## src/rtl/uart_parity_odd_tx_if.sv

```systemverilog
// Host-side word handshake for the odd-parity UART transmitter.
// The host drives the word and error-injection flag; the transmitter answers with ready.
interface uart_parity_odd_tx_if #(
    parameter int DATA_W = 4
);
    logic              tx_valid;
    logic [DATA_W-1:0] tx_data;
    logic              tx_perr;
    logic              tx_ready;

    modport master (
        output tx_valid,
        output tx_data,
        output tx_perr,
        input  tx_ready
    );

    modport slave (
        input  tx_valid,
        input  tx_data,
        input  tx_perr,
        output tx_ready
    );
endinterface

```

## src/rtl/uart_parity_odd_tx.sv

```systemverilog
// Odd-parity serial transmitter: start(0), DATA_W bits LSB first, parity, stop(1).
// Line idles high; frames may run back-to-back when a word is accepted in the last stop cycle.
module uart_parity_odd_tx #(
    parameter int DATA_W       = 4,
    parameter int CLKS_PER_BIT = 1
) (
    input  logic                    clk,
    input  logic                    reset,
    uart_parity_odd_tx_if.slave     bus,
    output logic                    busy,
    output logic                    tx
);

    typedef enum logic [2:0] {
        IDLE,
        START,
        DATA,
        PARITY,
        STOP
    } state_t;

    localparam int CW = (CLKS_PER_BIT > 1) ? $clog2(CLKS_PER_BIT) : 1;
    localparam int BW = (DATA_W > 1) ? $clog2(DATA_W) : 1;

    localparam logic [CW-1:0] CLK_LAST = CW'(CLKS_PER_BIT - 1);
    // Cycle before the last one; only meaningful when a bit spans several clocks.
    localparam logic [CW-1:0] CLK_PRE  = CW'(CLKS_PER_BIT - 2);
    localparam logic [BW-1:0] BIT_LAST = BW'(DATA_W - 1);

    state_t            state;
    logic [CW-1:0]     clk_cnt;
    logic [BW-1:0]     bit_cnt;
    logic [DATA_W-1:0] shift;
    logic [DATA_W-1:0] shift_nx;
    logic              parity;
    logic              ready;
    logic              accept;

    assign bus.tx_ready = ready;
    assign accept       = bus.tx_valid && ready;
    assign shift_nx     = shift >> 1;

    // NOTE: all state, including the shift register, is updated with non-blocking
    // assignments and cleared on reset so the line is never X after the first reset edge.
    always_ff @(posedge clk) begin
        if (!reset) begin
            state   <= IDLE;
            tx      <= 1'b1;
            busy    <= 1'b0;
            ready   <= 1'b1;
            clk_cnt <= '0;
            bit_cnt <= '0;
            shift   <= '0;
            parity  <= 1'b0;
        end else begin
            case (state)
                IDLE: begin
                    clk_cnt <= '0;
                    bit_cnt <= '0;
                    if (accept) begin
                        shift  <= bus.tx_data;
                        parity <= ~^bus.tx_data ^ bus.tx_perr;
                        state  <= START;
                        tx     <= 1'b0;
                        busy   <= 1'b1;
                        ready  <= 1'b0;
                    end else begin
                        tx    <= 1'b1;
                        busy  <= 1'b0;
                        ready <= 1'b1;
                    end
                end

                default: begin
                    if (clk_cnt != CLK_LAST) begin
                        clk_cnt <= clk_cnt + 1'b1;
                        // Ready rises one clock ahead so it is high exactly in the final stop cycle.
                        if (state == STOP && CLKS_PER_BIT > 1 && clk_cnt == CLK_PRE)
                            ready <= 1'b1;
                    end else begin
                        clk_cnt <= '0;
                        case (state)
                            START: begin
                                state   <= DATA;
                                bit_cnt <= '0;
                                tx      <= shift[0];
                            end
                            DATA: begin
                                if (bit_cnt == BIT_LAST) begin
                                    state   <= PARITY;
                                    bit_cnt <= '0;
                                    tx      <= parity;
                                end else begin
                                    bit_cnt <= bit_cnt + 1'b1;
                                    shift   <= shift_nx;
                                    tx      <= shift_nx[0];
                                end
                            end
                            PARITY: begin
                                state <= STOP;
                                tx    <= 1'b1;
                                ready <= (CLKS_PER_BIT == 1);
                            end
                            STOP: begin
                                if (accept) begin
                                    // Back-to-back: straight into the next start bit, busy stays high.
                                    shift  <= bus.tx_data;
                                    parity <= ~^bus.tx_data ^ bus.tx_perr;
                                    state  <= START;
                                    tx     <= 1'b0;
                                    ready  <= 1'b0;
                                end else begin
                                    state <= IDLE;
                                    tx    <= 1'b1;
                                    busy  <= 1'b0;
                                    ready <= 1'b1;
                                end
                            end
                            default: begin
                                state <= IDLE;
                                tx    <= 1'b1;
                                busy  <= 1'b0;
                                ready <= 1'b1;
                            end
                        endcase
                    end
                end
            endcase
        end
    end

endmodule

```

## src/flat_wrapper.sv

```systemverilog
// flat-port wrapper written by rule: the top's interface ports become plain ports
module uart_parity_odd_tx_flat 
#(
    parameter int DATA_W       = 4,
    parameter int CLKS_PER_BIT = 1
)
  (clk, reset, busy, tx, bus_tx_valid, bus_tx_data, bus_tx_perr, bus_tx_ready);
  uart_parity_odd_tx_if #(.DATA_W(DATA_W)) bus_i ();
  input  logic clk;
  input  logic reset;
  output logic busy;
  output logic tx;
  input wire logic [$bits(bus_i.tx_valid)-1:0] bus_tx_valid;
  input wire logic [$bits(bus_i.tx_data)-1:0] bus_tx_data;
  input wire logic [$bits(bus_i.tx_perr)-1:0] bus_tx_perr;
  output wire logic [$bits(bus_i.tx_ready)-1:0] bus_tx_ready;
  assign bus_i.tx_valid = bus_tx_valid;
  assign bus_i.tx_data = bus_tx_data;
  assign bus_i.tx_perr = bus_tx_perr;
  assign bus_tx_ready = bus_i.tx_ready;
  uart_parity_odd_tx #(.DATA_W(DATA_W), .CLKS_PER_BIT(CLKS_PER_BIT)) u_core (.clk(clk), .reset(reset), .bus(bus_i), .busy(busy), .tx(tx));
endmodule
```

## config.mk

```make
export PLATFORM = sky130hd
export DESIGN_NAME = uart_parity_odd_tx_flat
export DESIGN_NICKNAME = d
export VERILOG_FILES = /design/src/rtl/uart_parity_odd_tx_if.sv /design/src/rtl/uart_parity_odd_tx.sv /design/src/flat_wrapper.sv
export SDC_FILE = /design/constraint.sdc
export NUM_CORES = 1
export LEC_CHECK = 0
export CAP_MARGIN = 20
export CORE_AREA = 10 10 50 52
export DETAILED_ROUTE_END_ITERATION = 12
export DIE_AREA = 0 0 60 62
export PLACE_DENSITY = 0.77
export SKIP_LAST_GASP = 1
export SLEW_MARGIN = 20
export SYNTH_ARGS = -nofsm -noshare
export SYNTH_HDL_FRONTEND = slang
export SYNTH_SLANG_ARGS = --single-unit
```

## constraint.sdc

```tcl
create_clock -name clk -period 2.22 [get_ports clk]
set_input_delay 0.222 -clock clk [delete_from_list [all_inputs] [get_ports clk]]
set_output_delay 0.222 -clock clk [all_outputs]
set_load 0.005 [all_outputs]
```

==> run metrics, run 1 <==
drt total wl 1740 um; hold path start u_core.shift[0]; I/O pin count 11; flops & latches, synth 14; post-synthesis async set-or-reset flop share 0; worst skew pair latency 0.28 ns; Static Leakage between 0.3 and 0.4 nW; Layout area overhead 15.7%; layout cells sized above 1 0.0808; critical path depth 4; initial antenna violation count 0; final core occ 0.554; largest net degree at the start of global routing 21; TritonCTS clock tree built; startpoint types register; Residual DRC 0; vias 711; worst flop-to-flop path endpoint u_core.shift[1]; post-synth cell types 38; critical path, cell by cell nand4bb_1, a21oi_1, a22oi_1, o22ai_1; Final Cell Area 895 sq um; clk sink count 14; Core Footprint 1610 sq um; first-pass GRT wire length around 2900 um; clk_skew 0.00129 ns; Die Y ~62 um; Mean Syn Cell Area 8.50 sq um; Max Root-Sink Buffers 2; number of fill cells ~150; vias in the first global route around 630; post-synthesis cell area 773 sq um; Pre-antenna DRT Iters 4; full die area ~3700 sq um; CP Class reg2reg; area of the multi-input gates 459 sq um; Final Hold Fails 0; cts repair resizes 0; Post-CTS Setup Inserts 0; Slew Limit Fails 0; Final Critical Period roughly 1.8 ns; die width ~60 um; Worst Path Max Fanout 20; Cell Pwr Density 635 nW/um^2; Highest Clock Rate 563 MHz; Final ANT Viol Nets 0; outcome completed; Hold Path Class reg2reg; starting density of the core 0.479; Bufs and invs on worst path 0; Critical Path Sink Type register; RSZ-0062 raised after global routing false; Routed WL per cell 15.0 um; Arrival @ worst endpoint 1.99 ns; Std-Cell Rows 15; CP top delay family compound AO/OA/AOI/OAI gates; Synth Instances about 90; Worst IR Drop VDD 0.000364 V; Worst Tran Pin Value between 0.7 and 0.8 ns; Crit-path slowest cell dfxtp_1; vias per inst 6.13; sequential cell area 280 sq um; RePlAce Congestion roughly 0.80; Synth Warn # 0; setup violators final 0; H-tree lvl count 1; DP HPWL 1290 um; gr usage total 0.100; Clock Pin Slew Worst Setup and Hold Paths about 0.080 ns; # nets final 110; Reg2Reg Depth 4; TritonCTS Buffers 3; Required @ worst endpoint around 2.4 ns; grt ovf 0; Area contributors post-synth dfxtp_1 (36%), nor2_1 (4.9%), xnor2_1 (4.5%); Slew HR 0.479; final setup TNS 0 ns; port bufs 10; FF-to-FF setup slack 0.44 ns; top cell type's share of synthesized area 0.362; reg-to-reg startpoint u_core.state[0]; DP Area 872 sq um; Final Cycle Share 0.801; Ant. Diodes 0; Hold Crit Endpoint u_core.shift[0]; area leader, netlist dfxtp_1; Syn Nets 100; CTS root buffer clkbuf_4; Largest stage delay, worst path around 0.56 ns; number of buffers inserted by hold repair at cts 0; starting DRC count in detailed routing 18; Hold Path Depth 2; worst hold slack 0.483 ns; Top FF cell, synth dfxtp_1; Post-synth EDFFs 0; register area share after synthesis 0.362; max_cap viols 0
[cell usage after synthesis, drive strengths merged (2+ instances only)]
master and n:
xnor2 4, inv 3, nor2 10, o22ai 4, dfxtp 14, o21a 2
a21oi 7, nor4b 2, nand2 8, a22oi 3, buf 3, o21ai 6
clkbuf 2
[per-layer routing]
metal,track usage,routed length (um)
met1,0.116,781
met3,0.0203,48
met5,0,0
met2,0.160,861
met4,0.0705,51
[power by group]
group	switching [W]	internal, W	total, W
Sequential	0.0000277	0.000271	0.000299
Combinational	0.0000564	0.0000683	0.000125
Clock	0.0000814	0.0000631	0.000144
[cell families (layout without fill, tap and decap cells)]
group / count (synthesis) / in the layout / share of synthesized area
compound gates: 33 / 33 / 0.311
xor+xnor: 5 / 5 / 0.0566
fa+ha+maj: 1 / 1 / 0.0162
buf+inv: 8 / 16 / 0.0437
flops: 14 / 14 / 0.362
mux: 1 / 1 / 0.0129
other cells: 1 / 1 / 0.00485
simple gates: 28 / 28 / 0.193
[metrics by stage]
step / instances / worst slack [ns] / power, W
6_report: 116 / 0.443 / 0.000568
5_1_grt: 116 / 0.209 / 0.000598
4_1_cts: 116 / 0.463 / 0.000573
3_5_place_dp: 113 / 0.521 / 0.000429
3_3_place_gp: 113 / 0.528 / 0.000427
2_1_floorplan: 91 / 0.767 / 0.000386
[worst min-delay path, delay by kind of cell, from the launching register on]
kind,cells,cell delay [ns]
flip-flops,1,0.32
AO/OA/AOI/OAI,1,0.06
AND/OR/NAND/NOR,1,0.06
[state kept, by name, indices dropped and copies added (netlist names)]
register,cells
u_core.shift,4
u_core.state,3
u_core.bit_cnt,2
u_core.bus.tx_ready,1
u_core.busy,1
u_core.clk_cnt,1
u_core.parity,1
u_core.tx,1
[cell type report]
class / count / share of cell area
clock buffer: 3 / 0.0252
multi-input combinational: 69 / 0.513
inverter: 3 / 0.0126
timing repair buffer: 10 / 0.112
sequential: 14 / 0.313
tap: 17 / 0.0238
[cell usage in the layout (no fill, tap or decap), drive strengths merged, types with 2 or more instances in the layout]
master | synthesis | routed
nand2 | 8 | 8
o21ai | 6 | 6
nor4b | 2 | 2
a21oi | 7 | 7
dfxtp | 14 | 14
xnor2 | 4 | 4
clkbuf | 2 | 3
nor2 | 10 | 10
o22ai | 4 | 4
o21a | 2 | 2
a22oi | 3 | 3
inv | 3 | 3
clkdlybuf4s50 | 0 | 10
[worst max-delay path by stage]
stage	from	to	slack (ns)
after floorplan	u_core.bit_cnt[0]	u_core.shift[2]	0.77
after global placement	u_core.state[0]	u_core.shift[0]	0.53
after detailed placement	u_core.state[0]	u_core.shift[0]	0.52
after CTS	u_core.state[0]	u_core.shift[1]	0.46
after global routing	u_core.state[0]	u_core.shift[1]	0.21
final	u_core.state[0]	u_core.shift[1]	0.44
Power figures use the tool's default switching activity.
==> run 2: changes to the inputs <==
Settings changed: CORE_AREA 10 10 50 52 to 10 10 52 54, DIE_AREA 0 0 60 62 to 0 0 62 64, PLACE_DENSITY 0.77 to 0.73.
Clock period 2.22 ns to 1.43 ns, I/O delays scaled along.
==> run 2 against run 1 <==
  * The flow now finishes with violations (setup timing)
  * Clock power up 56%
  * Utilization grew 7.6 points
  * Maximum frequency is 20% higher
  * Via count grew 14%
  * Largest power group unchanged
  * Highest routed layer unchanged
==> run metrics, run 2 (synthesis gave the netlist of run 1 again) <==
Die Y ~64 um; TritonCTS clock tree built; RePlAce Congestion 0.863; # nets final 126; Worst IR Drop VDD approximately 0.0006 V; Hold Path Class reg2reg; H-tree lvl count 1; DP Area 995 sq um; CP Class reg2reg; number of fill cells 138; RSZ-0062 raised after global routing true; Final WS setup -0.0520 ns; Final Hold Fails 0; die width 62 um; Layout area overhead 39.2%; Top Registers u_core.shift: 4 flops, u_core.state: 3 flops, u_core.bit_cnt: 2 flops; crit path launch u_core.bit_cnt[1]; Pwr Total 0.000946 W; top sig layer met4; Final Cycle Share 1.04; reg-to-reg startpoint u_core.bit_cnt[1]; Final ANT Viol Nets 0; Final Cell Area roughly 1100 sq um; clk sink count 14; I/O pin count 11; DP HPWL 1460 um; full die area 3970 sq um; vias in the first global route slightly below 800; drt total wl slightly above 2000 um; outcome finished with violations; Highest Clock Rate 675 MHz; CTS root buffer clkbuf_4; Static Leakage 0.398 nW; max_cap viols 0; Routed WL per cell between 10 and 15 um; Ant. Diodes 0; Slew Limit Fails 0; largest net degree at the start of global routing 15; starting density of the core 0.453; Final Critical Period 1.48 ns; gr usage total 0.110; first-pass GRT wire length 3350 um; Cell Pwr Density 879 nW/um^2; setup violators final 5; WL met2 a little under 1000 um; failing checks setup timing; TritonCTS Buffers 3; Std-Cell Rows 15; Residual DRC 0; vias 807; initial antenna violation count 0; Top reg by flops u_core.shift; Clock Pin Slew Worst Setup and Hold Paths 0.08 ns; commonest non-fill, non-tap cell in the layout buf_4; final setup TNS -0.226 ns; worst skew pair latency 0.28 ns; vias per inst 5.76; hold path start u_core.shift[0]; Worst Path Max Fanout 3; met1 wire length 821 um; Met3 Wirelength 173 um; grt ovf 0; Arrival @ worst endpoint between 1.5 and 2 ns; Max Root-Sink Buffers 2; starting DRC count in detailed routing 27; max reg flops 4; Pre-antenna DRT Iters 4; Critical Path Sink Type register; clk_skew 0.00393 ns; leading cell types in the layout, fill and taps excluded buf_4 (16), dfxtp_1 (12), nor2_1 (10), clkdlybuf4s50_1 (10), nand2_1 (8); port bufs 10; startpoint types register; sequential cell area 283 sq um; layout cells sized above 1 0.261; Required @ worst endpoint 1.60 ns; area of the multi-input gates 508 sq um; Core Footprint 1710 sq um
run 2: area by class of cell:
type / count / area share
inverters: 3 / 0.0105
repair buffers: 26 / 0.205
flip-flops and latches: 14 / 0.263
clock buffers: 3 / 0.0209
multi-input cells: 69 / 0.472
well taps: 25 / 0.0291
run 2: worst max-delay path: stages, from the launching register on:
cell and delay, ns:
dfxtp_2 0.34, ha_4 0.15, or3_4 0.42, a221oi_4 0.25, buf_4 0.16, o22ai_1 0.05
run 2: worst paths after layout:
path                                         to  slack, ns  cells past startpoint
worst max-delay path            u_core.shift[0]      -0.05                      5
worst max register to register  u_core.shift[0]      -0.05                      5
worst min register to register  u_core.shift[0]       0.48                      2
worst min-delay path            u_core.shift[0]       0.48                      2
run 2: report_power, final:
part	internal, W	leakage (nW)	switching (W)	total [W]
Combinational	0.000146	0.268	0.000128	0.000274
Sequential	0.000421	0.116	0.0000272	0.000449
Clock	0.0000978	0.0138	0.000126	0.000224
run 2: repair_timing:
item                                    4_1_cts  5_1_grt
pin swaps                                     2        1
buffers inserted                              2        1
endpoints found under the setup margin        5        7
hold buffers                                  0        0
gates resized for setup                       3        3
run 2: metrics by stage:
stage	util	hold slack (ns)	setup WS (ns)	instances
6_report	0.630	0.483	-0.0520	140
3_3_place_gp	0.582	0.469	-0.0833	134
5_1_grt	0.630	0.500	-0.151	140
4_1_cts	0.615	0.486	-0.0748	139
3_5_place_dp	0.582	0.473	-0.117	134
2_1_floorplan	-	0.219	-0.0102	91
run 2: per-layer routing:
layer / vias to the layer above / global-route usage
met5: - / 0
met4: 0 / 0.0615
met3: 5 / 0.0237
met2: 37 / 0.167
met1: 376 / 0.137
li1: 389 / -
==> run 3: changes to the inputs <==
Settings changed: GPL_ROUTABILITY_DRIVEN from default to 1, SETUP_SLACK_MARGIN from default to 0.02.
==> run 3 against run 2 <==
  * The flow still finishes with violations (setup timing)
  * Cell count increased by 1.4%
  * Design area up 1.3%
  * Die area stayed put
  * Global-route usage is 0.65 points higher
  * Register-to-register slack lost 0.08 ns
  * Count of clock-buffer cells in the layout unchanged
  * Maximum frequency fell by 5.3%
  * Clock power about the same
  * Clock skew is 0.00074 ns higher
  * Non-clock buffer count is 2 higher
  * Critical path depth stayed put
  * First-iteration DRC count rose by 96%
==> run metrics, run 3 (synthesis gave the netlist of run 1 again) <==
Clk pwr share 0.236; Final Cycle Share 1.09; Largest stage delay, worst path 0.41 ns; I/O pin count 11; initial antenna violation count 0; Worst IR Drop VDD 0.000622 V; outcome finished with violations; Layout Cells excl Fill 142; commonest non-fill, non-tap cell in the layout buf_4; leading cell types in the layout, fill and taps excluded buf_4 (17), dfxtp_1 (11), nor2_1 (10), clkdlybuf4s50_1 (10), nand2_1 (8); failing checks setup timing; Hold Crit Endpoint u_core.shift[0]; Ant. Diodes 0; grt ovf 0; Layout area overhead 40.9%; number of buffers inserted by hold repair at cts 0; met2 usage 0.160; TritonCTS Buffers 3; starting density of the core 0.453; Crit-path slowest cell or3_4; Gate power share 0.289; met1 usage 0.153; Reg power frac 0.474; gr usage total 0.116; clk_skew 0.00467 ns; Cell Pwr Density 873 nW/um^2; hold path start u_core.shift[0]; max_cap viols 0; Required @ worst endpoint 1.64 ns; Final WS setup -0.136 ns; Top reg by flops u_core.shift; TritonCTS clock tree built; largest net degree at the start of global routing 15; max reg flops 4; Std-Cell Rows 15; Final ANT Viol Nets 0; setup violators final 6; Static Leakage 0.407 nW; Bufs and invs on worst path 0; CTS root buffer clkbuf_4; CP Class reg2reg; reg-to-reg startpoint u_core.bit_cnt[1]; Highest Clock Rate roughly 640 MHz; Final Hold Fails 0; Critical Path Sink Type register; Worst Path Max Fanout 3; # nets final 128; Die Y 64 um; internal power around 0.00066 W; FF-to-FF setup slack -0.14 ns; Reg2Reg Depth 5; layout cells sized above 1 0.282; port bufs 10; RePlAce Congestion 0.869; Hold Path Depth 2; H-tree lvl count 1; starting DRC count in detailed routing 53; full die area 3970 sq um; vias 797; CP top delay family compound AO/OA/AOI/OAI gates; Arrival @ worst endpoint 1.77 ns; Final Critical Period between 1.5 and 2 ns; drt total wl about 2100 um; Residual DRC 0; global route hottest layer met2; Routed WL per cell ~15 um; Max Root-Sink Buffers 2; Slew Limit Fails 0; RSZ-0062 raised after global routing true; GR Layer Usage met3 0.0336; final core occ 0.638; critical path, cell by cell ha_4, or3_4, a221oi_4, nor2_1, a211oi_1; first-pass GRT wire length around 3500 um; Pwr Total 0.000951 W; vias per inst 5.61; Hold Path Class reg2reg; die width about 62 um; worst flop-to-flop path endpoint u_core.shift[2]; vias in the first global route ~770; startpoint types register; DP HPWL 1450 um; Clock Pin Slew Worst Setup and Hold Paths 0.08 ns; Core Footprint 1710 sq um; pre-CTS WS -0.109 ns; worst skew pair latency 0.28 ns; placed instance count 135; Top Registers u_core.shift: 4 flops, u_core.state: 3 flops, u_core.bit_cnt: 2 flops; Pre-antenna DRT Iters 4; Sw Share 0.301; clk sink count 14; switching pwr 0.000287 W
==> run 3: cell count changes in the layout (fill, tap and decap cells not counted) <==
cell,delta
dfxtp_2,+1
nor3b_2,+1
a211oi_1,+1
dfxtp_1,-1
buf_4,+1
a22oi_1,-1
a22oi_2,+1
a211oi_2,-1
nor3b_4,-1
buf_6,+1
==> run 3: worst register-to-register path, stage by stage (launching register included) <==
cell and delay, ns:
dfxtp_2 0.34, ha_4 0.16, or3_4 0.41, a221oi_4 0.31, nor2_1 0.07, a211oi_1 0.20
==> run 3: timing repair <==
| item | 4_1_cts | 5_1_grt |
|---|---|---|
| cloned | 0 | 0 |
| gates resized for setup | 3 | 4 |
| pin swaps | 3 | 6 |
| setup buffers | 1 | 3 |
| setup endpoints to repair | 5 | 7 |
==> run 3: through the flow <==
step / area, sq um / setup TNS [ns] / hold WS (ns)
floorplan: 788 / -0.00937 / 0.219
global placement: 1000 / -0.143 / 0.473
detailed placement: 1000 / -0.301 / 0.479
CTS: 1050 / -0.150 / 0.491
global route: 1090 / -0.887 / 0.542
finish: 1090 / -0.389 / 0.503
==> run 3: final cells by class <==
type                            count  area [sq um]
Clock buffer                        3          22.5
Inverter                            3          11.3
Fill cell                         144           618
Tap cell                           25          31.3
Sequential cell                    14           284
Timing Repair Buffer               28           239
Multi-Input combinational cell     69           502
==> run 3: power groups by stage <==
stage | logic, W | clock network, W | registers (W)
final | 0.000275 | 0.000225 | 0.000451
after global routing | 0.000297 | 0.000249 | 0.000456
after CTS | 0.000255 | 0.000223 | 0.000448
after detailed placement | 0.000245 | 0 | 0.000457
after global placement | 0.000242 | 0 | 0.000457
after floorplan | 0.000153 | 0 | 0.000446
==> run 3: worst max path at each step <==
stage | from | cells past startpoint | end | slack, ns
6_report | u_core.bit_cnt[1] | 5 | u_core.shift[2] | -0.14
5_1_grt | u_core.bit_cnt[1] | 5 | u_core.shift[2] | -0.20
4_1_cts | u_core.bit_cnt[1] | 5 | u_core.shift[2] | -0.08
3_5_place_dp | u_core.bit_cnt[1] | 5 | u_core.bit_cnt[0] | -0.11
3_3_place_gp | u_core.bit_cnt[1] | 5 | u_core.bit_cnt[0] | -0.07
2_1_floorplan | u_core.bit_cnt[1] | 5 | u_core.shift[2] | -0.009
==> run 3: routing by layer <==
layer  part of all wire  wire length (um)
met1               0.46               978
met2               0.44               951
met3              0.073               156
met4              0.026                55
met5                  0                 0
